## config.mk

```make
export PLATFORM = sky130hd
export DESIGN_NAME = cordic_engine
export DESIGN_NICKNAME = d
export VERILOG_FILES = /design/src/rtl/cordic_pkg.sv /design/src/rtl/cordic_stage.sv /design/src/rtl/cordic_engine.sv
export SDC_FILE = /design/constraint.sdc
export NUM_CORES = 2
export LEC_CHECK = 0
export CAP_MARGIN = 0
export CORE_MARGIN = 1
export CORE_UTILIZATION = 30
export DETAILED_ROUTE_END_ITERATION = 10
export PLACE_DENSITY_LB_ADDON = 0.05
export SYNTH_ARGS = -nofsm -noshare
export SYNTH_HDL_FRONTEND = slang
export SYNTH_SLANG_ARGS = --single-unit
```

## constraint.sdc

```tcl
create_clock -name clock -period 5.25 [get_ports clock]
set_clock_uncertainty 0.15 [all_clocks]
set_input_delay 1.3125 -clock clock [delete_from_list [all_inputs] [get_ports clock]]
set_output_delay 1.3125 -clock clock [all_outputs]
set_load 0.03 [all_outputs]
```

## src/rtl/cordic_pkg.sv

```systemverilog
`default_nettype none
//============================================================================
// Module  : cordic_pkg
// Brief   : Shared CORDIC constants, mode encoding and fixed-point rescaling.
// Revision: 1.0 - initial release
//============================================================================
package cordic_pkg;

    typedef enum logic {
        CORDIC_ROTATE = 1'b0,
        CORDIC_VECTOR = 1'b1
    } cordic_mode_t;

    // atan(2^-i) in Q.16, rounded to nearest
    localparam int ATAN_Q16 [0:15] = '{
        51472, 30386, 16055, 8150, 4091, 2047, 1024, 512,
        256,   128,   64,    32,   16,   8,    4,    2
    };

    localparam int PI_Q16    = 205887;
    localparam int INV_K_Q16 = 39797;

    // Round a Q.16 constant to frac_w fractional bits.
    function automatic int scale_q16(input int value, input int frac_w);
        if (frac_w >= 16) begin
            return value <<< (frac_w - 16);
        end
        return (value + (1 <<< (15 - frac_w))) >>> (16 - frac_w);
    endfunction

endpackage
`default_nettype wire

```

## src/rtl/cordic_stage.sv

```systemverilog
`default_nettype none
//============================================================================
// Module  : cordic_stage
// Brief   : One registered CORDIC micro-rotation (rotate or vector, per sample).
// Revision: 1.0 - initial release
//============================================================================
module cordic_stage
    import cordic_pkg::*;
#(
    parameter int W     = 14,
    parameter int ZW    = 13,
    parameter int SHIFT = 0,
    parameter int ATAN  = 0
) (
    input  logic                 clk,
    input  logic                 rst,
    input  logic                 i_valid,
    input  logic                 i_mode,
    input  logic signed [W-1:0]  i_x,
    input  logic signed [W-1:0]  i_y,
    input  logic signed [ZW-1:0] i_z,
    output logic                 o_valid,
    output logic                 o_mode,
    output logic signed [W-1:0]  o_x,
    output logic signed [W-1:0]  o_y,
    output logic signed [ZW-1:0] o_z
);

    localparam logic signed [ZW-1:0] c_ATAN = ZW'(ATAN);

    logic signed [W-1:0]  w_x_sh;
    logic signed [W-1:0]  w_y_sh;
    logic                 w_pos;
    logic                 r_valid;
    logic                 r_mode;
    logic signed [W-1:0]  r_x;
    logic signed [W-1:0]  r_y;
    logic signed [ZW-1:0] r_z;

    assign w_x_sh = i_x >>> SHIFT;
    assign w_y_sh = i_y >>> SHIFT;

    // Direction d=+1: rotate toward z=0, or vector toward y=0 from below
    assign w_pos = (i_mode == CORDIC_VECTOR) ? i_y[W-1] : ~i_z[ZW-1];

    always_ff @(posedge clk) begin
        if (rst) begin
            r_valid <= 1'b0;
            r_mode  <= 1'b0;
            r_x     <= '0;
            r_y     <= '0;
            r_z     <= '0;
        end else begin
            r_valid <= i_valid;
            if (i_valid) begin
                r_mode <= i_mode;
                if (w_pos) begin
                    r_x <= i_x - w_y_sh;
                    r_y <= i_y + w_x_sh;
                    r_z <= i_z - c_ATAN;
                end else begin
                    r_x <= i_x + w_y_sh;
                    r_y <= i_y - w_x_sh;
                    r_z <= i_z + c_ATAN;
                end
            end
        end
    end

    assign o_valid = r_valid;
    assign o_mode  = r_mode;
    assign o_x     = r_x;
    assign o_y     = r_y;
    assign o_z     = r_z;

endmodule
`default_nettype wire

```

## src/rtl/cordic_engine.sv

```systemverilog
`default_nettype none
//============================================================================
// Module  : cordic_engine
// Brief   : Fully pipelined dual-mode CORDIC (rotate / vector), 1 sample/clock.
// Revision: 1.0 - initial release
//============================================================================
module cordic_engine
    import cordic_pkg::*;
#(
    parameter int DATA_W    = 12,
    parameter int FRAC_W    = 8,
    parameter int STAGES    = 10,
    parameter int ID_WIDTH  = 8,
    parameter int GAIN_COMP = 0
) (
    input  logic                clock,
    input  logic                reset,
    input  logic                in_valid,
    input  logic                in_mode,
    input  logic [DATA_W-1:0]   in_x,
    input  logic [DATA_W-1:0]   in_y,
    input  logic [DATA_W-1:0]   in_angle,
    input  logic [ID_WIDTH-1:0] in_id,
    output logic                out_valid,
    output logic                out_mode,
    output logic [DATA_W-1:0]   out_x,
    output logic [DATA_W-1:0]   out_y,
    output logic [DATA_W-1:0]   out_angle,
    output logic [ID_WIDTH-1:0] out_id
);

    localparam int c_XW = DATA_W + 2;
    localparam int c_ZW = DATA_W + 1;

    localparam logic signed [c_ZW-1:0] c_PI      = c_ZW'(scale_q16(PI_Q16, FRAC_W));
    localparam logic signed [c_ZW-1:0] c_HALF_PI = c_ZW'(scale_q16(PI_Q16, FRAC_W) / 2);
    localparam logic signed [c_XW-1:0] c_XMAX    = c_XW'((1 << (DATA_W - 1)) - 1);
    localparam logic signed [c_XW-1:0] c_XMIN    = c_XW'(-(1 << (DATA_W - 1)));
    localparam logic signed [c_ZW-1:0] c_ZMAX    = c_ZW'((1 << (DATA_W - 1)) - 1);
    localparam logic signed [c_ZW-1:0] c_ZMIN    = c_ZW'(-(1 << (DATA_W - 1)));
    localparam logic signed [16:0]     c_INV_K   = 17'(INV_K_Q16);

    function automatic logic [DATA_W-1:0] f_sat_xy(input logic signed [c_XW-1:0] v);
        if (v > c_XMAX) return c_XMAX[DATA_W-1:0];
        if (v < c_XMIN) return c_XMIN[DATA_W-1:0];
        return v[DATA_W-1:0];
    endfunction

    function automatic logic [DATA_W-1:0] f_sat_z(input logic signed [c_ZW-1:0] v);
        if (v > c_ZMAX) return c_ZMAX[DATA_W-1:0];
        if (v < c_ZMIN) return c_ZMIN[DATA_W-1:0];
        return v[DATA_W-1:0];
    endfunction

    logic signed [c_XW-1:0] w_xi;
    logic signed [c_XW-1:0] w_yi;
    logic signed [c_ZW-1:0] w_ai;
    logic signed [c_ZW-1:0] w_ac;
    logic signed [c_XW-1:0] w_px;
    logic signed [c_XW-1:0] w_py;
    logic signed [c_ZW-1:0] w_pz;
    logic                   w_zero;

    assign w_xi = {{2{in_x[DATA_W-1]}}, in_x};
    assign w_yi = {{2{in_y[DATA_W-1]}}, in_y};
    assign w_ai = {in_angle[DATA_W-1], in_angle};

    // Quadrant pre-rotation brings every input into the +/-pi/2 convergence range
    always_comb begin
        w_ac   = w_ai;
        w_px   = w_xi;
        w_py   = w_yi;
        w_pz   = '0;
        w_zero = 1'b0;
        if (w_ai > c_PI) begin
            w_ac = c_PI;
        end else if (w_ai < -c_PI) begin
            w_ac = -c_PI;
        end
        if (in_mode == CORDIC_ROTATE) begin
            w_pz = w_ac;
            if (w_ac > c_HALF_PI) begin
                w_px = -w_yi;
                w_py = w_xi;
                w_pz = w_ac - c_HALF_PI;
            end else if (w_ac < -c_HALF_PI) begin
                w_px = w_yi;
                w_py = -w_xi;
                w_pz = w_ac + c_HALF_PI;
            end
        end else begin
            w_zero = (w_xi == '0) && (w_yi == '0);
            if (w_xi[c_XW-1]) begin
                if (!w_yi[c_XW-1]) begin
                    w_px = w_yi;
                    w_py = -w_xi;
                    w_pz = c_HALF_PI;
                end else begin
                    w_px = -w_yi;
                    w_py = w_xi;
                    w_pz = -c_HALF_PI;
                end
            end
        end
    end

    logic                   w_v [0:STAGES];
    logic                   w_m [0:STAGES];
    logic signed [c_XW-1:0] w_x [0:STAGES];
    logic signed [c_XW-1:0] w_y [0:STAGES];
    logic signed [c_ZW-1:0] w_z [0:STAGES];

    logic                   r_s0_valid;
    logic                   r_s0_mode;
    logic signed [c_XW-1:0] r_s0_x;
    logic signed [c_XW-1:0] r_s0_y;
    logic signed [c_ZW-1:0] r_s0_z;
    logic [ID_WIDTH-1:0]    r_id   [0:STAGES];
    logic                   r_zero [0:STAGES];

    // Input register plus id/zero sideband, which only advance behind a valid
    // sample so that a bubble keeps the tag of the sample ahead of it.
    always_ff @(posedge clock) begin
        if (reset) begin
            r_s0_valid <= 1'b0;
            r_s0_mode  <= 1'b0;
            r_s0_x     <= '0;
            r_s0_y     <= '0;
            r_s0_z     <= '0;
            for (int k = 0; k <= STAGES; k++) begin
                r_id[k]   <= '0;
                r_zero[k] <= 1'b0;
            end
        end else begin
            r_s0_valid <= in_valid;
            if (in_valid) begin
                r_s0_mode <= in_mode;
                r_s0_x    <= w_px;
                r_s0_y    <= w_py;
                r_s0_z    <= w_pz;
                r_id[0]   <= in_id;
                r_zero[0] <= w_zero;
            end
            for (int k = 1; k <= STAGES; k++) begin
                if (w_v[k-1]) begin
                    r_id[k]   <= r_id[k-1];
                    r_zero[k] <= r_zero[k-1];
                end
            end
        end
    end

    assign w_v[0] = r_s0_valid;
    assign w_m[0] = r_s0_mode;
    assign w_x[0] = r_s0_x;
    assign w_y[0] = r_s0_y;
    assign w_z[0] = r_s0_z;

    for (genvar gi = 0; gi < STAGES; gi++) begin : g_stage
        cordic_stage #(
            .W     (c_XW),
            .ZW    (c_ZW),
            .SHIFT (gi),
            .ATAN  (scale_q16(ATAN_Q16[gi], FRAC_W))
        ) u_stage (
            .clk     (clock),
            .rst     (reset),
            .i_valid (w_v[gi]),
            .i_mode  (w_m[gi]),
            .i_x     (w_x[gi]),
            .i_y     (w_y[gi]),
            .i_z     (w_z[gi]),
            .o_valid (w_v[gi+1]),
            .o_mode  (w_m[gi+1]),
            .o_x     (w_x[gi+1]),
            .o_y     (w_y[gi+1]),
            .o_z     (w_z[gi+1])
        );
    end

    logic                   w_f_valid;
    logic                   w_f_mode;
    logic signed [c_XW-1:0] w_f_x;
    logic signed [c_XW-1:0] w_f_y;
    logic signed [c_ZW-1:0] w_f_z;
    logic [ID_WIDTH-1:0]    w_f_id;
    logic                   w_f_zero;

    if (GAIN_COMP != 0) begin : g_gain
        logic signed [c_XW+16:0] w_gx;
        logic signed [c_XW+16:0] w_gy;
        logic                    r_g_valid;
        logic                    r_g_mode;
        logic signed [c_XW-1:0]  r_g_x;
        logic signed [c_XW-1:0]  r_g_y;
        logic signed [c_ZW-1:0]  r_g_z;
        logic [ID_WIDTH-1:0]     r_g_id;
        logic                    r_g_zero;

        // 1/K in Q0.16; the product is floored back to integer scale
        assign w_gx = (c_XW+17)'(w_x[STAGES]) * (c_XW+17)'(c_INV_K);
        assign w_gy = (c_XW+17)'(w_y[STAGES]) * (c_XW+17)'(c_INV_K);

        always_ff @(posedge clock) begin
            if (reset) begin
                r_g_valid <= 1'b0;
                r_g_mode  <= 1'b0;
                r_g_x     <= '0;
                r_g_y     <= '0;
                r_g_z     <= '0;
                r_g_id    <= '0;
                r_g_zero  <= 1'b0;
            end else begin
                r_g_valid <= w_v[STAGES];
                if (w_v[STAGES]) begin
                    r_g_mode <= w_m[STAGES];
                    r_g_x    <= c_XW'(w_gx >>> 16);
                    r_g_y    <= c_XW'(w_gy >>> 16);
                    r_g_z    <= w_z[STAGES];
                    r_g_id   <= r_id[STAGES];
                    r_g_zero <= r_zero[STAGES];
                end
            end
        end

        assign w_f_valid = r_g_valid;
        assign w_f_mode  = r_g_mode;
        assign w_f_x     = r_g_x;
        assign w_f_y     = r_g_y;
        assign w_f_z     = r_g_z;
        assign w_f_id    = r_g_id;
        assign w_f_zero  = r_g_zero;
    end else begin : g_no_gain
        assign w_f_valid = w_v[STAGES];
        assign w_f_mode  = w_m[STAGES];
        assign w_f_x     = w_x[STAGES];
        assign w_f_y     = w_y[STAGES];
        assign w_f_z     = w_z[STAGES];
        assign w_f_id    = r_id[STAGES];
        assign w_f_zero  = r_zero[STAGES];
    end

    assign out_valid = w_f_valid;
    assign out_mode  = w_f_mode;
    assign out_id    = w_f_id;
    assign out_x     = w_f_zero ? '0 : f_sat_xy(w_f_x);
    assign out_y     = f_sat_xy(w_f_y);
    assign out_angle = w_f_zero ? '0 : f_sat_z(w_f_z);

endmodule
`default_nettype wire

```

==> flow_summary_export.csv <==
group,metric,value,unit
outcome,status,"completed",
placement,dp.cells,6782,
critical_path,required,5.69,ns
cts,clock-sinks,571,
drt,wl_per_cell,19.99,um
global_routing,overflow,0,
cells_and_area,n_antenna_cell,0,
timing,setup_viol,0,
critical_path,max_stage_delay,0.44,ns
drt,antenna_left,0,
global_routing,grt.met3_usage,2.064,%
drt,dr.pass1.iters,5,
timing,finalMaxSlewViolations,0,
placement,pre_cts_slack,-0.04189,ns
power,power_frac_seq,37.3,%
cts,cts_post_setup_buffers_inserted,0,
synth,async_flop_share,0,%
synth,ys_ff_latch,571,
cells_and_area,filler_cell_count,14510,
floorplan,die_x,375.0,um
timing,hold_viol,0,
global_routing,antenna_found_initial,1,
floorplan,initial_core_util,30.31,%
timing,whs,0.3057,ns
synth,synth_warnings,0,
synth,yosysTopAreaCell,"dfxtp_1",
drt,drt_iter0_markers,1653,
cells_and_area,area_growth,13.89,%
critical_path,critPathArrivalTime,5.09,ns
power,p_comb_share,19.6,%
drt,routed_wl,138400,um
critical_path,crit_path_max_fanout,9,
critical_path,critPathSlowestCell,"or4b_1",
worst_hold_path,min_path_type,"reg2reg",
global_routing,met2_usage,34.64,%
cells_and_area,drive_gt1_share,5.849,%
power,power.share.clock,43.1,%
timing,fin_crit,4.649,ns
synth,syn_inst,5011,
critical_path,cp_cell_sequence,"clkdlybuf4s50_1 -> a31oi_1 -> nor2_1 -> o311ai_0 -> ha_1 -> nor3b_1 -> ha_1 -> or4b_1 -> and3_4 -> o211ai_4 -> o21a_1 -> buf_4 -> mux2i_1 -> o221a_2 -> a211oi_2",
drt,vias,35730,
synth,synth.distinct_cells,87,
timing,relSlewSlack,24.36,%
floorplan,die_h,375.0,um
power,peakVddDrop,0.2234,mV
cts,cts_tree,"done",
floorplan,rows,136,
critical_path,crit_top_cell,"ha_1",
synth,ys.flop_type,"dfxtp_1",
cts,clockBufferDepth,3,
placement,dp_hpwl,108300,um
synth,seq_area_frac_synth,29.77,%
global_routing,grt_use_total,19.59,%
drt,vias_per_cell,5.161,
timing,worst_slew_pin_slew,1.130,ns
cts,cts_max_level,3,
power,power,0.01278,W
cells_and_area,stdcell_count,6923,
global_routing,grt_busiest_layer,"met2",
cells_and_area,final_cell_mix,"633 x nor2_1, 462 x dfxtp_1, 401 x ha_1, 342 x nand2_1, 325 x a21oi_1",
run,drv_cap,0,
synth,synth_area,0.04173,mm^2
synth,synth_edf_count,99,
floorplan,dieArea,0.1406,mm^2
global_routing,grt_max_degree,114,
critical_path,crit_type,"in2reg",
synth,synth.avg_cell_area,8.327,um^2
power,leakage,19.45,nW
global_routing,grt_pass1_vias,35630,
cts,hold_buffers,0,
cts,clk_latency,0.67,ns
power,swShare,30.20,%
critical_path,crit_path_start_kind,"primary input",
synth,synth.net_count,5491,
cells_and_area,final_common_cell,"nor2_1",
timing,fmax,215.1,MHz
cells_and_area,nets,5547,
synth,synth_area_leaders,"dfxtp_1 23%, ha_1 12%, edfxtp_1 7.1%",
power,intPower,0.008919,W
drt,drc,0,
critical_path,cp-end-kind,"register",
power,p_per_area,268.9,mW/mm^2
global_routing,grt_first_pass_wirelength,216100,um
placement,place_congestion,0.8373,
power,p_sw,0.003859,W
timing,worst_slack,0.6013,ns
placement,io_buffers,93,
cts,post_cts_resized,0,
floorplan,core_area,0.1377,mm^2
cts,cts_root_buffer,"clkbuf_16",
global_routing,grt_use_met1,25.37,%
synth,synth_top_area_share,22.64,%
timing,fin_crit_sh,88.55,%
timing,rsz0062_at_grt,"no",
cts,cts_buffers,77,
cts,clk_pin_slew,0.06,ns
floorplan,io_pins,94,
final cells by class:
| class | count | area, um^2 | area share [%] |
|---|---|---|---|
| Multi-Input combinational cell | 3992 | 27620 | 58.11 |
| Sequential cell | 571 | 12430 | 26.16 |
| Tap cell | 1794 | 2245 | 4.723 |
| Clock buffer | 106 | 2178 | 4.584 |
| Timing Repair Buffer | 187 | 1717 | 3.612 |
| Inverter | 238 | 893.4 | 1.880 |
| Clock inverter | 35 | 440.4 | 0.9267 |
metrics by stage:
step	util [%]	area, um^2	setup TNS (ns)
CTS	34.52	47520	0
global placement	32.62	44910	0
detailed placement	32.62	44910	-0.06591
floorplan	-	41730	0
global route	34.52	47520	0
finish	34.52	47520	0
kinds of logic (layout without fill, tap and decap cells):
logic type	after synthesis	in the layout	synth area share [%]
AND/OR/NAND/NOR	1601	1601	17.80
AO/OA/AOI/OAI	1328	1328	20.90
flip-flops	571	571	29.77
buffers and inverters	448	566	4.102
adder cells (fa/ha/maj)	432	432	13.51
XOR/XNOR	423	423	8.878
multiplexers	208	208	5.037
synth_stat cells, drive strengths merged (33+ instances only):
| library cell | count |
|---|---|
| nor2 | 634 |
| dfxtp | 472 |
| ha | 401 |
| nand2 | 342 |
| a21oi | 325 |
| o21ai | 265 |
| xnor2 | 249 |
| inv | 228 |
| mux2i | 195 |
| clkbuf | 179 |
| xor2 | 174 |
| a211oi | 130 |
| nor3 | 124 |
| a21o | 105 |
| edfxtp | 99 |
| and3 | 90 |
| nand3 | 84 |
| o21a | 75 |
| and2 | 71 |
| a31oi | 46 |
| o22ai | 45 |
| o21bai | 44 |
| nor2b | 43 |
| o31ai | 42 |
| nand2b | 38 |
| or3 | 36 |
| nor4 | 33 |
worst paths after layout:
check | depth (start not counted) | to | startpoint | slack, ns
setup / recovery | 15 | r_s0_y[11] | in_angle[2] | 0.60
hold / removal | 2 | g_stage[9].u_stage.o_x[10] | g_stage[9].u_stage.o_x[10] | 0.31
setup reg to reg | 13 | g_stage[9].u_stage.o_y[12] | g_stage[8].u_stage.o_y[13] | 1.13
hold reg to reg | 2 | g_stage[9].u_stage.o_x[10] | g_stage[9].u_stage.o_x[10] | 0.31
power by group through the flow:
| stage | Clock [W] | Sequential, W | Combinational [W] |
|---|---|---|---|
| finish | 0.00551 | 0.00477 | 0.00250 |
| global route | 0.00585 | 0.00479 | 0.00279 |
| CTS | 0.00571 | 0.00477 | 0.00254 |
| detailed placement | 0 | 0.00487 | 0.00252 |
| global placement | 0 | 0.00487 | 0.00253 |
| floorplan | 0 | 0.00477 | 0.00176 |
metal layers:
metal | up-vias | routed length (um)
met4 | 0 | 2792
met1 | 17030 | 65060
met2 | 393 | 67500
met3 | 146 | 3015
li1 | 18170 | -
met5 | - | 0
state kept, by name, summed over array words and instances, names as in the netlist:
name	count
r_s0_valid	1
r_id	88
r_s0_mode	1
g_stage.u_stage.o_valid	10
r_zero	11
r_s0_z	13
g_stage.u_stage.o_z	130
g_stage.u_stage.o_y	140
r_s0_y	14
g_stage.u_stage.o_x	139
r_s0_x	14
g_stage.u_stage.o_mode	10
worst max-delay path, delay by kind of cell:
family	cells	cell delay (ns)
AO/OA/AOI/OAI	6	1.48
adder cells (fa/ha/maj)	2	0.53
buffers and inverters	2	0.64
multiplexers	1	0.10
AND/OR/NAND/NOR	4	1.02
Power figures use the tool's default switching activity.
